`config.mk`:
```
export PLATFORM = sky130hd
export DESIGN_NAME = note_sequencer
export DESIGN_NICKNAME = d
export VERILOG_FILES = /design/src/rtl/note_sequencer.sv
export SDC_FILE = /design/constraint.sdc
export NUM_CORES = 1
export LEC_CHECK = 0
export BUFFER_PORTS_ARGS = -buffer_cell sky130_fd_sc_hd__buf_2
export CAP_MARGIN = 20
export CORE_MARGIN = 2
export CORE_UTILIZATION = 42
export DETAILED_ROUTE_END_ITERATION = 16
export HOLD_SLACK_MARGIN = 0.02
export PLACE_DENSITY = 0.58
export SLEW_MARGIN = 20
export SYNTH_ARGS = -nofsm -noshare
export SYNTH_HDL_FRONTEND = slang
export SYNTH_SLANG_ARGS = --single-unit
```
`constraint.sdc`:
```
create_clock -name clk -period 8.7 [get_ports clk]
set_clock_uncertainty 0.15 [all_clocks]
set_input_delay 0 -clock clk [delete_from_list [all_inputs] [get_ports clk]]
set_output_delay 0 -clock clk [all_outputs]
set_load 0.005 [all_outputs]
```
`src/rtl/note_sequencer.sv`:
```
// UART-driven note sequencer: drains RX command bytes, echoes them to TX, buffers them,
// and plays each as a timed note (with rests, gaps, tempo control and pause) via the note ROM.
module note_sequencer #(
    parameter int unsigned CYCLES_PER_SECOND = 125_000_000,
    parameter int unsigned DEPTH             = 64,
    parameter int unsigned FCW_WIDTH         = 24,
    parameter int unsigned GAP_CYCLES        = CYCLES_PER_SECOND / 100
) (
    input  logic                 clk,
    input  logic                 rst,
    input  logic [2:0]           buttons,
    output logic [5:0]           leds,
    input  logic [7:0]           ua_rx_dout,
    input  logic                 ua_rx_empty,
    output logic                 ua_rx_rd_en,
    output logic [7:0]           ua_tx_din,
    output logic                 ua_tx_wr_en,
    input  logic                 ua_tx_full,
    output logic [7:0]           note_address,
    input  logic [FCW_WIDTH-1:0] note_fcw,
    output logic [FCW_WIDTH-1:0] fcw
);

    localparam int unsigned MAX_UNIT = CYCLES_PER_SECOND;
    localparam int unsigned MIN_UNIT = CYCLES_PER_SECOND / 100;
    localparam int unsigned RST_UNIT = CYCLES_PER_SECOND / 5;
    localparam int unsigned UNIT_W   = $clog2(MAX_UNIT + 1);
    localparam int unsigned DBL_W    = UNIT_W + 1;
    localparam int unsigned CNT_W    = $clog2(8 * MAX_UNIT + 1);
    localparam int unsigned PTR_W    = $clog2(DEPTH);
    localparam int unsigned BCNT_W   = $clog2(DEPTH + 1);
    localparam int unsigned GAP_LAST = (GAP_CYCLES > 0) ? GAP_CYCLES - 1 : 0;

    typedef enum logic [1:0] {
        S_IDLE,
        S_LOAD,
        S_PLAY,
        S_GAP
    } state_e;

    state_e              state_q, state_d;
    logic [CNT_W-1:0]    cnt_q, cnt_d;
    logic [CNT_W-1:0]    len_q, len_d;
    logic [UNIT_W-1:0]   unit_q, unit_d;
    logic                paused_q, paused_d;
    logic [7:0]          cmd_q, cmd_d;
    logic                rd_pending_q, rd_pending_d;
    logic [PTR_W-1:0]    wr_ptr_q, wr_ptr_d;
    logic [PTR_W-1:0]    rd_ptr_q, rd_ptr_d;
    logic [BCNT_W-1:0]   count_q, count_d;
    logic [7:0]          mem_q [DEPTH];
    logic [7:0]          mem_d [DEPTH];

    logic                buf_full;
    logic                buf_empty;
    logic                buf_wr;
    logic                buf_pop;
    logic                playing;
    logic [DBL_W-1:0]    unit_dbl;
    logic [UNIT_W-1:0]   unit_half;

    // Intake: one RX read in flight at a time; the returned byte is buffered and echoed together.
    always_comb begin
        buf_full     = (count_q == BCNT_W'(DEPTH));
        buf_empty    = (count_q == '0);
        ua_rx_rd_en  = ~ua_rx_empty & ~buf_full & ~ua_tx_full & ~rd_pending_q;
        rd_pending_d = ua_rx_rd_en;
        buf_wr       = rd_pending_q;
        ua_tx_wr_en  = rd_pending_q;
        ua_tx_din    = ua_rx_dout;
    end

    // Circular command buffer; a simultaneous write and pop leave the count unchanged.
    always_comb begin
        mem_d    = mem_q;
        wr_ptr_d = wr_ptr_q;
        rd_ptr_d = rd_ptr_q;
        count_d  = count_q;
        if (buf_wr) begin
            mem_d[wr_ptr_q] = ua_rx_dout;
            wr_ptr_d        = wr_ptr_q + PTR_W'(1);
        end
        if (buf_pop) begin
            rd_ptr_d = rd_ptr_q + PTR_W'(1);
        end
        case ({buf_wr, buf_pop})
            2'b10:   count_d = count_q + BCNT_W'(1);
            2'b01:   count_d = count_q - BCNT_W'(1);
            default: count_d = count_q;
        endcase
    end

    // Tempo unit with saturating double/halve; pressing both together is ignored.
    always_comb begin
        unit_dbl  = {unit_q, 1'b0};
        unit_half = unit_q >> 1;
        unit_d    = unit_q;
        if (buttons[0] && !buttons[1]) begin
            unit_d = (unit_dbl > DBL_W'(MAX_UNIT)) ? UNIT_W'(MAX_UNIT) : unit_dbl[UNIT_W-1:0];
        end else if (buttons[1] && !buttons[0]) begin
            unit_d = (unit_half < UNIT_W'(MIN_UNIT)) ? UNIT_W'(MIN_UNIT) : unit_half;
        end
        paused_d = paused_q ^ buttons[2];
    end

    // Note sequencing FSM; counters freeze while paused so a resumed note keeps its length.
    always_comb begin
        state_d = state_q;
        cnt_d   = cnt_q;
        len_d   = len_q;
        cmd_d   = cmd_q;
        buf_pop = 1'b0;
        case (state_q)
            S_IDLE: begin
                if (!buf_empty && !paused_q) begin
                    buf_pop = 1'b1;
                    cmd_d   = mem_q[rd_ptr_q];
                    state_d = S_LOAD;
                end
            end
            S_LOAD: begin
                len_d   = CNT_W'(unit_q) << cmd_q[7:6];
                cnt_d   = '0;
                state_d = S_PLAY;
            end
            S_PLAY: begin
                if (!paused_q) begin
                    if (cnt_q == len_q - CNT_W'(1)) begin
                        cnt_d   = '0;
                        state_d = (GAP_CYCLES > 0) ? S_GAP : S_IDLE;
                    end else begin
                        cnt_d = cnt_q + CNT_W'(1);
                    end
                end
            end
            S_GAP: begin
                if (!paused_q) begin
                    if (cnt_q == CNT_W'(GAP_LAST)) begin
                        cnt_d   = '0;
                        state_d = S_IDLE;
                    end else begin
                        cnt_d = cnt_q + CNT_W'(1);
                    end
                end
            end
            default: state_d = S_IDLE;
        endcase
    end

    // Outputs decoded from registered state; the ROM path to fcw is combinational by design.
    always_comb begin
        playing      = (state_q == S_PLAY) && !paused_q;
        fcw          = (playing && (cmd_q[5:0] != 6'd0)) ? note_fcw : '0;
        note_address = {2'b00, cmd_q[5:0]};
        leds         = {cmd_q[7:6], buf_full, buf_empty, paused_q, playing};
    end

    always_ff @(posedge clk) begin
        if (rst) begin
            state_q      <= S_IDLE;
            cnt_q        <= '0;
            len_q        <= '0;
            unit_q       <= UNIT_W'(RST_UNIT);
            paused_q     <= 1'b0;
            cmd_q        <= '0;
            rd_pending_q <= 1'b0;
            wr_ptr_q     <= '0;
            rd_ptr_q     <= '0;
            count_q      <= '0;
        end else begin
            state_q      <= state_d;
            cnt_q        <= cnt_d;
            len_q        <= len_d;
            unit_q       <= unit_d;
            paused_q     <= paused_d;
            cmd_q        <= cmd_d;
            rd_pending_q <= rd_pending_d;
            wr_ptr_q     <= wr_ptr_d;
            rd_ptr_q     <= rd_ptr_d;
            count_q      <= count_d;
        end
    end

    // Buffer storage needs no reset: the pointers and count define what is valid.
    always_ff @(posedge clk) begin
        mem_q <= mem_d;
    end

endmodule
```
Word-level counts from Yosys, hierarchy flattened:

Cells that the tools add are included.

* latch bits: 0
* memory bits (writable): 0
* register bits: 630
* word-level logic and storage cells: 153
* memories kept: 0
* memory bits (read-only): 0
* output and inout port bits: 48
* input port bits: 39

* order comparisons: 5
* eq/ne operators: 13
* $mul: 0
* $add $sub $neg: 6
* shifts and indexed selects: 1
* bitwise logic cells: 10
* muxes and demuxes: 25
* divide/modulo/power cells: 0
* reductions and logical operators: 19

Operator list (count)
* 512-bit bitwise mux: 1
* 30-bit two-way mux: 4
* 30-bit one-hot mux with 3 select lines: 1
* 27-bit two-way mux: 3
* 8-bit binary-select mux with 6-bit select: 1
* 8-bit demux with 6-bit select: 1
* 30-bit by 1-bit adder with 30-bit output (second input constant): 1
* 30-bit by 21-bit equality test with 1-bit output (second input constant): 1
* 30-bit equality test: 1
* 27-bit by 2-bit left shift with 30-bit output: 1
* 30-bit by 1-bit subtractor with 30-bit output (second input constant): 1
* 28-bit by 27-bit greater-than comparator with 1-bit output (second input constant): 1
* 26-bit by 21-bit < comparator with 1-bit output (second input constant): 1
* 26-bit two-way mux: 1
* 24-bit two-way mux: 1
* 8-bit two-way mux: 3
* 7-bit >= comparator (second input constant): 2
* 6-bit NOT with 7-bit output: 2
* 7-bit one-hot mux with 2 select lines: 1
* 6-bit by 1-bit adder with 6-bit output (second input constant): 2
* 2-bit two-way mux: 5
* 2-bit != test (second input constant): 5
* 2-bit one-hot mux with 4 select lines: 1
* 7-bit by 1-bit adder with 7-bit output (second input constant): 1
* other kinds (19): 37

Depth between registers and ports, before layout:

* depth after elaboration: 7
* gate-level depth with buffers: 15
* gate-level depth less buffers: 14

Worst setup path before layout:

Ideal clock, no wire load.

* kind: register -> register
* from: register state_q[1]
* to: register count_q[6]
* required time: 8422 ps
* library setup time: 128 ps
* slack: 4977 ps
* clock period less this slack: 3723 ps
* cell stages (with the launch flop): 16
* arrival time: 3445 ps
* buffers on the path: 1
* path through: dfxtp_1 inv_1 ha_1 nor3b_1 clkbuf_1 ha_1 inv_1 fa_1 nor2b_1 o21ai_0 a21boi_0 o21ai_0 and3_1 nor3_1 xnor2_1 nor2_1

* word-level cells in the longest chain between the ends: 4
* elaborated cells between the ends (all ways): 6
* classes of those cells: eq/ne (2); mux (2); reduce/logical (2)

Ends and longest elaborated chain
* from (decl): line 41 `state_e state_q, state_d;`
* from (signal assigned): line 171 `state_q <= state_d;`
* 2-bit zero test *: line 113 `case (state_q)`
* 1-bit two-way mux *: line 113
* net buf_pop: line 57 `logic buf_pop;`
* 2-bit by 1-bit equality test with 1-bit output / 2-bit equality test (equally long branches): line 86 `case ({buf_wr, buf_pop})`
* 7-bit one-hot mux with 2 select lines / 2-bit nonzero test (equally long branches)
* to (signal assigned): line 180 `count_q <= count_d;`
* to (decl): line 50 `logic [BCNT_W-1:0] count_q, count_d;`

Mark *: on every way through the listed nets, which the timed path passes. The rest lies on a longest branch.
A chain may end at the register's enable or synchronous reset.

Final worst setup path:

* from: register rd_ptr_q[1]
* to: register cmd_q[2]

* word-level cells in the longest chain between the ends: 4

Ends and longest elaborated chain
* from (decl): line 49 `logic [PTR_W-1:0] rd_ptr_q, rd_ptr_d;`
* from (signal assigned): line 179 `rd_ptr_q <= rd_ptr_d;`
* 6-bit NOT with 7-bit output (not written as such): line 117 `cmd_d = mem_q[rd_ptr_q];`
* 8-bit binary-select mux with 6-bit select: line 117
* 8-bit two-way mux (not written as such) (2 in a row): line 117
* to (signal assigned): line 176 `cmd_q <= cmd_d;`
* to (decl): line 46 `logic [7:0] cmd_q, cmd_d;`

Every way passes these cells. The select of a mux whose other input is x is not followed.

==> run_results.csv <==
group,metric,value,unit
logic_synthesis,synthMuxAreaShare,16.88,%
timing,fin_ws,4695,ps
global_route,grt_use_total,19.62,%
timing,hold_viol_final,0,
worst_setup_path,critPathArrivalTime,4320,ps
clock_tree,clock_latency,610,ps
timing,rsz0062_at_grt,"false",
cells_and_area,drive_gt1_share,22.43,%
clock_tree,h-tree-depth,3,
detailed_routing,drt-wirelength-per-cell,24.18,microns
logic_synthesis,yosysTopAreaCellShare,55.92,%
timing,period_share,46.04,%
cells_and_area,multi_input_area,9160,sq um
logic_synthesis,synth-main-ff-cell,"edfxtp_1",
timing,setup_viol,0,
worst_hold_path,hold_path_class,"primary input to flip-flop",
worst_setup_path,r2r_cells,6,
timing,fin_tns_setup,0,ps
logic_synthesis,synth-compound-area-share,4.578,%
cells_and_area,area_growth,12.53,%
logic_synthesis,synth_top_family_by_area,"multiplexers",
clock_tree,cts_inserted_buffers,68,
logic_synthesis,ys_types,77,
worst_setup_path,crit_path_end_kind,"flip-flop",
worst_setup_path,cp.required,9010,ps
detailed_routing,dr.pass1.iters,5,
worst_setup_path,rrSetupSlack,4690,ps
clock_tree,cts_tree,"built",
detailed_routing,routed_via_density,5.802,
cells_and_area,seq_area,17750,sq um
power_and_ir_drop,leakagePower,9.854,nW
logic_synthesis,synthCells,1752,
placed_design,place_congestion,0.8700,
run,max-cap-violations,0,
worst_setup_path,crit_type,"flip-flop to flip-flop",
timing,slew_viol_final,0,
logic_synthesis,synthTopCellsByArea,"edfxtp_1, mux4_2, dfxtp_1",
power_and_ir_drop,p_per_area,267.2,nW/um^2
worst_setup_path,critPathLaunchType,"flip-flop",
logic_synthesis,ys_seq_area_share,64.51,%
floorplanning,pin_count,87,
placed_design,dp_slack,4735,ps
worst_setup_path,path_max_fanout,72,
global_route,grt_max_degree,112,
global_route,grt_pass1_wl,99.46,mm
cells_and_area,fillers,5519,
timing,timing.fmax,249.7,MHz
outcome,outcome,"complete, no violations",
clock_tree,numClockSinks,630,
timing,worstMarginPinSlew,1115,ps
floorplanning,core-area,64580,sq um
logic_synthesis,async_reset_ff_share,0,%
floorplanning,fp.dieH,259.9,microns
clock_tree,clock_tree.buffer_depth,3,
timing,fin_crit,4005,ps
logic_synthesis,yosys.area_share.xor_xnor,2.198,%
placed_design,portBuffers,84,
logic_synthesis,syn_area_per_cell,15.69,sq um
detailed_routing,initialDrtViolationCount,1535,
logic_synthesis,syn-cell-area,27500,sq um
global_route,antenna_found_initial,1,
floorplanning,start_util,42.57,%
detailed_routing,vias,15720,
detailed_routing,drcViolationCount,0,
logic_synthesis,synthSimpleGateAreaFrac,8.701,%
worst_hold_path,holdPathStages,5,
power_and_ir_drop,irDropWorstVdd,0.2187,mV
clock_tree,cts_resized,0,
floorplanning,placementRows,93,
logic_synthesis,yosys_warnings,0,
detailed_routing,wirelength,65.54,mm
global_route,grt_pass1_vias,15700,
global_route,overflow,0,
timing,maxSlewHeadroom,25.65,%
logic_synthesis,synthAdderAreaFrac,0.7554,%
clock_tree,cts.clk_slew.worst_paths,60,ps
logic_synthesis,ys_ff_latch,630,
logic_synthesis,yosys.area.top_type,"edfxtp_1",
floorplanning,die_area,67530,sq um
clock_tree,cts-root-buf,"clkbuf_16",
detailed_routing,ant_nets,0,
cells_and_area,nets,1857,
placed_design,hpwl,41.24,mm
floorplanning,fp.dieW,259.9,microns
logic_synthesis,synth_enable_flop_cells,512,
cells_and_area,diodes,0,
==> cells in the mapped netlist, drive strengths merged (7+ instances only) <==
| cell | number |
|---|---|
| inv | 22 |
| ha | 15 |
| nand2b | 14 |
| xor2 | 34 |
| a21o | 8 |
| nor3 | 49 |
| a221oi | 11 |
| and2 | 29 |
| or3 | 7 |
| or2 | 10 |
| and3 | 11 |
| nand4 | 22 |
| xnor2 | 35 |
| a21oi | 40 |
| o21a | 8 |
| or4 | 7 |
| a22o | 7 |
| mux2i | 43 |
| nand3 | 30 |
| o21ai | 29 |
| dfxtp | 118 |
| mux4 | 185 |
| o21bai | 8 |
| buf | 50 |
| o31ai | 9 |
| nor4b | 7 |
| nand2 | 53 |
| clkbuf | 84 |
| edfxtp | 512 |
| nor4 | 26 |
| nor2 | 178 |
==> per-layer routing <==
metal	up-vias	track usage (%)	part of all wire, %
li1	6994	-	-
met3	96	3.577	5.7
met2	498	32.51	50
met5	-	0	0
met4	0	5.364	2.3
met1	8136	26.67	42
==> critical path, cell delays in order, from the launching register on <==
cell     delay (ps)
dfxtp_4         940
buf_4           900
mux4_2          470
mux4_2          520
mux4_2          470
mux2i_1         160
nor2_1           60
==> logic make-up (layout without fill, tap and decap cells) <==
logic type | after synthesis | in the layout
DFF | 630 | 630
other | 1 | 2
xor gates and xnor gates | 69 | 69
muxes | 232 | 232
adders and majority gates | 16 | 16
and+or+nand+nor | 470 | 470
buffers and inverters | 156 | 258
AOI/OAI and AO/OA | 178 | 178
==> cell usage in the layout, fill, tap and decap left out, types with 8 or more instances in the layout <==
cell type	count
buf_4	17
buf_2	80
a21o_1	8
o21a_1	8
mux4_2	185
edfxtp_1	512
clkinv_2	8
nor3_1	44
nand2b_1	14
nand2_1	53
ha_1	14
xnor2_1	35
nor4_1	25
clkbuf_1	20
nand4_1	21
clkbuf_16	68
o21bai_1	8
nand3_1	30
inv_1	22
clkinv_1	11
nor2_1	173
dfxtp_1	113
mux2i_1	43
a21oi_1	39
xor2_1	34
o31ai_1	9
and3_1	11
or2_2	10
o21ai_0	28
a221oi_1	11
and2_1	29
dlygate4sd3_1	15
==> final timing paths <==
path	end	start
setup reg to reg	cmd_q[2]	rd_ptr_q[1]
hold reg to reg	len_q[29]	len_q[29]
setup / recovery	cmd_q[2]	rd_ptr_q[1]
hold / removal	unit_q[24]	buttons[1]
==> sequential cells by signal, indices dropped and copies added, names as in the netlist <==
signal / count
cmd_q: 8
cnt_q: 30
count_q: 7
len_q: 30
mem_q: 512
paused_q: 1
rd_ptr_q: 6
state_q: 2
ua_tx_wr_en: 1
unit_q: 27
wr_ptr_q: 6
==> power breakdown <==
group	internal, W	switching [W]	leakage (nW)
combinational	0.000860	0.00102	3.23
sequential	0.00334	0.000205	5.57
clock	0.00164	0.00120	1.05
total	0.00584	0.00243	9.85
==> through the flow <==
step | util (%) | power (W) | cell area [sq um] | hold slack (ps) | instances
floorplan | - | 0.004985 | 27500 | -111.2 | 1753
global placement | 44.27 | 0.005468 | 28590 | 79.97 | 2572
detailed placement | 44.27 | 0.005489 | 28590 | 89.17 | 2572
CTS | 47.85 | 0.008333 | 30900 | 32.13 | 2708
global route | 47.91 | 0.008638 | 30940 | 91.23 | 2710
finish | 47.91 | 0.008267 | 30940 | 40.77 | 2710
==> final cells by class <==
| cell class | count | share of cell area (%) |
|---|---|---|
| flip-flops and latches | 630 | 57.36 |
| clock buffers | 91 | 5.876 |
| clock inverters | 32 | 1.177 |
| inverters | 22 | 0.2669 |
| multi-input cells | 967 | 29.60 |
| repair buffers | 113 | 2.256 |
| well taps | 855 | 3.457 |
==> timing repair <==
item                                    CTS  global route
endpoints found under the setup margin    0             0
setup buffers                             0             0
hold endpoints to repair                429           128
hold buffers                             13             2
No activity file was read; power rests on OpenSTA's default activity.
